===== src/rtl/lc3_pkg.sv =====
// Shared LC-3 writeback definitions: source encodings, FSM states, CC reset value.
package lc3_pkg;

    localparam int DATA_W = 16;

    typedef enum logic [1:0] {
        WB_NONE = 2'd0,
        WB_ALU  = 2'd1,
        WB_MEM  = 2'd2,
        WB_PC   = 2'd3
    } wb_src_t;

    typedef enum logic [1:0] {
        ST_IDLE     = 2'd0,
        ST_WAIT_MEM = 2'd1,
        ST_WRITE    = 2'd2,
        ST_RETIRE   = 2'd3
    } wb_state_t;

    // {N,Z,P} after reset: Z set
    localparam logic [2:0] CC_RESET = 3'b010;

endpackage


===== src/rtl/lc3_cc_logic.sv =====
// Combinational one-hot NZP decode of a data word; shared with branch logic.
module lc3_cc_logic
    import lc3_pkg::*;
#(
    parameter int DATA_W_P = lc3_pkg::DATA_W
) (
    input  logic [DATA_W_P-1:0] value,
    output logic [2:0]          nzp
);

    // Sign bit wins, then zero, otherwise positive
    always_comb begin
        nzp = 3'b001;
        if (value[DATA_W_P-1])
            nzp = 3'b100;
        else if (value == '0)
            nzp = 3'b010;
    end

endmodule


===== src/rtl/lc3_writeback.sv =====
// LC-3 writeback stage: selects the result source, waits for loads,
// drives the register-file write port and keeps the NZP register.
//
// state       | meaning
// ------------+--------------------------------------------------------
// ST_IDLE     | ready; accept a result from execute
// ST_WAIT_MEM | waiting for load data, timeout counter running
// ST_WRITE    | one-cycle register-file write, optional CC update
// ST_RETIRE   | one-cycle retire without a write (NONE or load timeout)
module lc3_writeback
    import lc3_pkg::*;
#(
    parameter int DATA_W      = lc3_pkg::DATA_W,
    parameter int MEM_TIMEOUT = 255,
    parameter int TO_W        = 8
) (
    input  logic              CLK,
    input  logic              RESET_N,
    input  logic              WB_VALID,
    output logic              WB_READY,
    input  logic [1:0]        WB_SRC,
    input  logic [2:0]        WB_DEST,
    input  logic              WB_SET_CC,
    input  logic [DATA_W-1:0] ALU_RESULT,
    input  logic [DATA_W-1:0] PC_PLUS1,
    input  logic [DATA_W-1:0] MEM_RDATA,
    input  logic              MEM_RVALID,
    output logic              RD_LE,
    output logic [2:0]        RD,
    output logic [DATA_W-1:0] DATA_IN,
    output logic              CC_N,
    output logic              CC_Z,
    output logic              CC_P,
    output logic              WB_DONE,
    output logic              WB_ERR
);

    localparam logic [TO_W-1:0] TO_MAX = TO_W'(MEM_TIMEOUT);

    wb_state_t         state, next_state;
    wb_src_t           src;
    logic [TO_W-1:0]   to_cnt, to_cnt_nxt;
    logic [2:0]        cap_dest;
    logic              cap_set_cc;
    logic [2:0]        cc_q;
    logic [2:0]        cc_from_data;

    logic              rd_le_nxt;
    logic [2:0]        rd_nxt;
    logic [DATA_W-1:0] data_in_nxt;
    logic              done_nxt;
    logic              err_set;
    logic              cc_load;
    logic              accept;

    assign src    = wb_src_t'(WB_SRC);
    assign accept = (state == ST_IDLE) && WB_VALID;

    lc3_cc_logic #(.DATA_W_P(DATA_W)) u_cc_logic (
        .value (DATA_IN),
        .nzp   (cc_from_data)
    );

    // State register
    always_ff @(posedge CLK or negedge RESET_N) begin
        if (!RESET_N)
            state <= ST_IDLE;
        else
            state <= next_state;
    end

    // Next-state decode
    always_comb begin
        next_state = state;
        case (state)
            ST_IDLE: begin
                if (WB_VALID) begin
                    case (src)
                        WB_ALU, WB_PC: next_state = ST_WRITE;
                        WB_MEM:        next_state = ST_WAIT_MEM;
                        default:       next_state = ST_RETIRE;
                    endcase
                end
            end
            ST_WAIT_MEM: begin
                if (MEM_RVALID)
                    next_state = ST_WRITE;
                else if (to_cnt == TO_MAX)
                    next_state = ST_RETIRE;
            end
            ST_WRITE:  next_state = ST_IDLE;
            ST_RETIRE: next_state = ST_IDLE;
            default:   next_state = ST_IDLE;
        endcase
    end

    // Output decode: next values of the registered outputs
    always_comb begin
        rd_le_nxt   = (next_state == ST_WRITE);
        done_nxt    = (next_state == ST_WRITE) || (next_state == ST_RETIRE);
        rd_nxt      = RD;
        data_in_nxt = DATA_IN;
        if (next_state == ST_WRITE) begin
            if (state == ST_IDLE) begin
                rd_nxt      = WB_DEST;
                data_in_nxt = (src == WB_PC) ? PC_PLUS1 : ALU_RESULT;
            end else begin
                rd_nxt      = cap_dest;
                data_in_nxt = MEM_RDATA;
            end
        end
        err_set = (state == ST_WAIT_MEM) && !MEM_RVALID && (to_cnt == TO_MAX);
        cc_load = (state == ST_WRITE) && cap_set_cc;
        WB_READY = (state == ST_IDLE);
        to_cnt_nxt = to_cnt;
        if (state == ST_IDLE)
            to_cnt_nxt = '0;
        else if ((state == ST_WAIT_MEM) && !MEM_RVALID && (to_cnt != TO_MAX))
            to_cnt_nxt = to_cnt + 1'b1;
    end

    // Registered outputs, captured instruction fields, CC and timeout counter
    always_ff @(posedge CLK or negedge RESET_N) begin
        if (!RESET_N) begin
            RD_LE      <= 1'b0;
            RD         <= '0;
            DATA_IN    <= '0;
            WB_DONE    <= 1'b0;
            WB_ERR     <= 1'b0;
            cc_q       <= CC_RESET;
            to_cnt     <= '0;
            cap_dest   <= '0;
            cap_set_cc <= 1'b0;
        end else begin
            RD_LE   <= rd_le_nxt;
            RD      <= rd_nxt;
            DATA_IN <= data_in_nxt;
            WB_DONE <= done_nxt;
            to_cnt  <= to_cnt_nxt;
            if (err_set)
                WB_ERR <= 1'b1;
            if (cc_load)
                cc_q <= cc_from_data;
            if (accept) begin
                cap_dest   <= WB_DEST;
                // a NONE result never writes, so it never touches CC
                cap_set_cc <= WB_SET_CC && (src != WB_NONE);
            end
        end
    end

    assign CC_N = cc_q[2];
    assign CC_Z = cc_q[1];
    assign CC_P = cc_q[0];

endmodule

===== config.mk =====
export PLATFORM = sky130hd
export DESIGN_NAME = lc3_writeback
export DESIGN_NICKNAME = d
export VERILOG_FILES = /design/src/rtl/lc3_pkg.sv /design/src/rtl/lc3_cc_logic.sv /design/src/rtl/lc3_writeback.sv
export SDC_FILE = /design/constraint.sdc
export NUM_CORES = 1
export LEC_CHECK = 0
export CORE_MARGIN = 10
export CORE_UTILIZATION = 48
export DETAILED_ROUTE_END_ITERATION = 10
export PLACE_DENSITY = 0.89
export SLEW_MARGIN = 20
export SYNTH_ARGS = -nofsm -noshare
export SYNTH_HDL_FRONTEND = slang
export SYNTH_SLANG_ARGS = --single-unit

===== constraint.sdc =====
create_clock -name CLK -period 2.4 [get_ports CLK]
set_input_delay 0.36 -clock CLK [delete_from_list [all_inputs] [get_ports CLK]]
set_output_delay 0.36 -clock CLK [all_outputs]
set_load 0.1 [all_outputs]

[Word level (Yosys, flattened, before mapping)]
Cells that the tools add are included.
Word-level totals
  word-level logic and storage cells: 47
  latch bits: 0
  memory bits (writable): 0
  flip-flop bits (word level): 39
  memories kept: 0
  output and inout port bits: 26
  memory bits (read-only): 0
Operators by class
  reduce and logical (&&, ||, !) cells: 14
  $add $sub $neg: 1
  shifts and indexed selects: 0
  multiplexer cells: 12
  multiply operators: 0
  div/mod/pow operators: 0
  bitwise logic cells: 0
  eq/ne operators: 10
  $lt $le $gt $ge: 0
Operator list (number)
  $mux 16: 2
  $logic_not 16->1: 1
  $mux 8: 2
  $eq 2x2->1 const B: 6
  $add 8x1->8 const B: 1
  $eq 8x8->1 const B: 1
  $mux 2: 4
  $ne 8x8->1 const B: 1
  $logic_and 1x1->1: 6
  $mux 3: 2
  $pmux 2 s3: 1
  $eq 2x1->1 const B: 2
  $pmux 2 s2: 1
  $reduce_bool 2->1: 2
  $reduce_or 2->1: 2
  $logic_not 2->1: 1
  $logic_not 1->1: 1
  $logic_or 1x1->1: 1

[Logic depth before layout (Yosys ltp)]
  depth after elaboration: 7
  gate-level depth with buffers: 5
  gate-level depth less buffers: 4

[Hierarchy]
Synthesis repeated with hierarchy kept, for this count alone.
Second synthesis, totals
  cell total of the unflattened synthesis: 209
  area, all modules: 2243.4 µm²
Modules (own cells, without submodules)
  lc3_writeback: cells an instance 202, area an instance 2193.4 µm², sequential area each 952.2 µm², instances 1
  lc3_cc_logic: cells an instance 7, area an instance 50.0 µm², sequential area each 0.0 µm², instances 1

[Worst setup path before layout]
OpenSTA, ideal clock, no wires.
  path type: register to register
  start: register WB_DONE (netlist name)
  end: register RD[0]
  setup slack: 19 ps
  required time: 2275 ps
  stages on the path, launching flop included: 6
  path buffers: 1
  data arrival time: 2255 ps
  period minus slack after synthesis: 2381 ps
  path through: dfrtp_1 -> or2_1 -> buf_6 -> inv_2 -> mux2_1 -> mux2_2
RTL lines
  to (signal assigned): line lc3_writeback.sv:136  | RD <= rd_nxt;
  to (decl): line lc3_writeback.sv:29  | output logic [2:0] RD,

==> flow_metrics.env <==
export IMPL_status="complete, no violations"
export IMPL_cp_start_kind="flop"
export IMPL_dieHeight_um=88.5
export IMPL_p_leak_uw=0.00140
export IMPL_critPathKind="reg2out"
export IMPL_placed_area_um2=3060
export IMPL_slowest_stage="or2_1"
export IMPL_fin_hold_ws_ns=0.162
export IMPL_skew_ns=0.0109
export IMPL_synthCells=212
export IMPL_ys_seq_area_frac=0.423
export IMPL_crit_required_ns=2.04
export IMPL_slew_headroom=0.449
export IMPL_nets=351
export IMPL_setup_tns_ns=0
export IMPL_ant_nets=0
export IMPL_cts_clk_slew_worst_paths_ns=0.08
export IMPL_synth_async_reset_ratio=1.00
export IMPL_ys_warn_count=0
export IMPL_grt_max_degree=39
export IMPL_min_path_type="in2async"
export IMPL_start_util=0.506
export IMPL_grt_pass1_vias=2079
export IMPL_vias=2060
export IMPL_gr_total_overflow=0
export IMPL_maxCapViolations=0
export IMPL_gp_congestion=0.784
export IMPL_ir_drop_v=0.00116
export IMPL_clock_path_buffers=2
export IMPL_min_period_ns=1.94
export IMPL_synth_compound_area_frac=0.218
export IMPL_worstMarginPinSlew_ns=0.826
export IMPL_diodes=0
export IMPL_postCtsSetupRepairBufs=0
export IMPL_dpl_hpwl_um=5230
export IMPL_htreeDepth=2
export IMPL_die_x_um=88.5
export IMPL_final_area_um2=3150
export IMPL_synth_mux_area_frac=0.157
export IMPL_wire_per_inst_um=20.0
export IMPL_ys_ff_latch=38
export IMPL_grt_pass1_wl_um=10600
export IMPL_cts_buffers=5
export IMPL_row_count=24
export IMPL_drc=0
export IMPL_wl_um=6920
export IMPL_synth_simple_area_share=0.141
export IMPL_postCtsHoldBufs=0
export IMPL_synth_flop_cell="dfrtp_1"
export IMPL_antenna_found_initial=0
export IMPL_cts_sinks=38
export IMPL_ys_types=38
export IMPL_synth_xor_area_frac=0
export IMPL_finalCritPeriodShare=0.810
export IMPL_grt_setup_unrepaired="no"
export IMPL_cp_slowest_stage_delay_ns=0.47
export IMPL_synth_top_area_cell="dfrtp_1"
export IMPL_root_buffer="clkbuf_8"
export IMPL_netlist_area_leader_share=0.411
export IMPL_cts_tree="done"
export IMPL_crit_arrival_ns=1.58
export IMPL_path_cells="or2_1 -> inv_2 -> buf_12"
export IMPL_synth_nets=271
export IMPL_drive_gt1_frac=0.222
export IMPL_rr_worst_depth=4
export IMPL_setup_viol=0
export IMPL_synth_top_family_by_area="compound AO/OA/AOI/OAI gates"
export IMPL_design_core_area_um2=4440
export IMPL_pwr_density_cell_nw_per_um2=1280
export IMPL_syn_avg_cell_area_um2=10.6
export IMPL_slew_viol_final=0
export IMPL_max_freq_mhz=515
export IMPL_synth_edf_count=0
export IMPL_post_route_util=0.709
export IMPL_firstDrtPassIters=4
export IMPL_hold_viol_final=0
export IMPL_synthTopCellsByArea="dfrtp_1 (41%), mux2_2 (10%), o31a_1 (6.2%), a21boi_0 (5.3%), o21bai_1 (5.3%)"
export IMPL_critPathMaxFanout=17
export IMPL_reg2reg_slack_ns=0.51
export IMPL_area_growth_pct=39.9
export IMPL_r2r_start="WB_DONE"
export IMPL_r2r_end="DATA_IN[8]"
export IMPL_first_iter_violations=152
export IMPL_crit_path_end_kind="primary output"
export IMPL_synth_fa_ha_area_frac=0.00556
export IMPL_netlist_area_um2=2250
export IMPL_die_area_um2=7830
export IMPL_grt_usage=0.174
export IMPL_io_buffers=83
export IMPL_ios=84
export IMPL_clock_latency_ns=0.29
export IMPL_viasPerCell=5.97
export IMPL_cts_resized=0
## flip-flops by register name, summed over array words and instances (netlist names)
signal      cells
DATA_IN        16
to_cnt          8
RD              3
cap_dest        3
cc_q            3
RD_LE           1
WB_DONE         1
WB_ERR          1
cap_set_cc      1
state           1
## kinds of logic (layout without fill, tap and decap cells)
kind of cell               Yosys count  count (layout)
buffers and inverters               24             105
muxes                               32              32
adders and majority gates            1               1
DFF                                 38              38
and+or+nand+nor                     52              52
AOI/OAI and AO/OA                   65              65
## metal layers
metal	track usage	routed length (um)	part of all wire	up-vias
met5	0	0	0	-
met3	0.0561	423	0.061	14
met2	0.283	3360	0.49	73
met4	0.0749	199	0.029	0
li1	-	-	-	956
met1	0.208	2940	0.42	1017
## through the flow
stage | worst slack, ns | std cells | total power, uW
5_1_grt | 0.347 | 345 | 4180
3_5_place_dp | 0.469 | 337 | 3600
2_1_floorplan | 0.0193 | 212 | 2960
6_report | 0.457 | 345 | 4030
4_1_cts | 0.450 | 345 | 4060
3_3_place_gp | 0.522 | 337 | 3550
## report_power, final
group / switching (uW) / leakage, uW / internal [uW]
Combinational: 1870 / 0.000887 / 669
Sequential: 173 / 0.000462 / 861
Clock: 215 / 0.0000482 / 232
Total: 2260 / 0.00140 / 1760
## cells in the final DEF (no fill, tap or decap), drive strengths merged, types with 8 or more instances in the layout
master,n
o31a,16
dfrtp,37
clkdlybuf4s50,56
and3,18
nand2,10
buf,34
a21boi,16
o21ai,8
mux2,26
o21bai,16
## synth_stat cells, types with 4 or more instances
cell / instances
o21bai_1: 16
nand2_1: 10
o31a_1: 16
mux2_2: 20
and3_1: 18
mux2i_1: 6
inv_1: 6
a21boi_0: 16
dfrtp_1: 37
o21ai_0: 4
mux2_1: 6
clkbuf_1: 9
o21ai_1: 4
nor4_1: 5
## area by class of cell
type                            instances  area [um^2]
Multi-Input combinational cell        150         1180
Inverter                                7         26.3
Sequential cell                        38          952
Clock inverter                          1         5.00
Tap cell                               52         65.1
Fill cell                             342         1290
Timing Repair Buffer                   90          838
Clock buffer                            7         86.3
## worst max-delay path: cells and delay by family, from the launching register on
kind,cells,cell delay [ns]
flip-flops,1,0.38
buffers and inverters,2,0.44
AND/OR/NAND/NOR,1,0.47
## how the worst max path moves through the flow
stage,start,to
finish,WB_DONE,WB_READY
global route,WB_DONE,WB_READY
detailed placement,MEM_RVALID,DATA_IN[8]
floorplan,WB_DONE,RD[0]
CTS,WB_DONE,WB_READY
global placement,WB_SRC[0],DATA_IN[5]
Power figures use the tool's default switching activity.
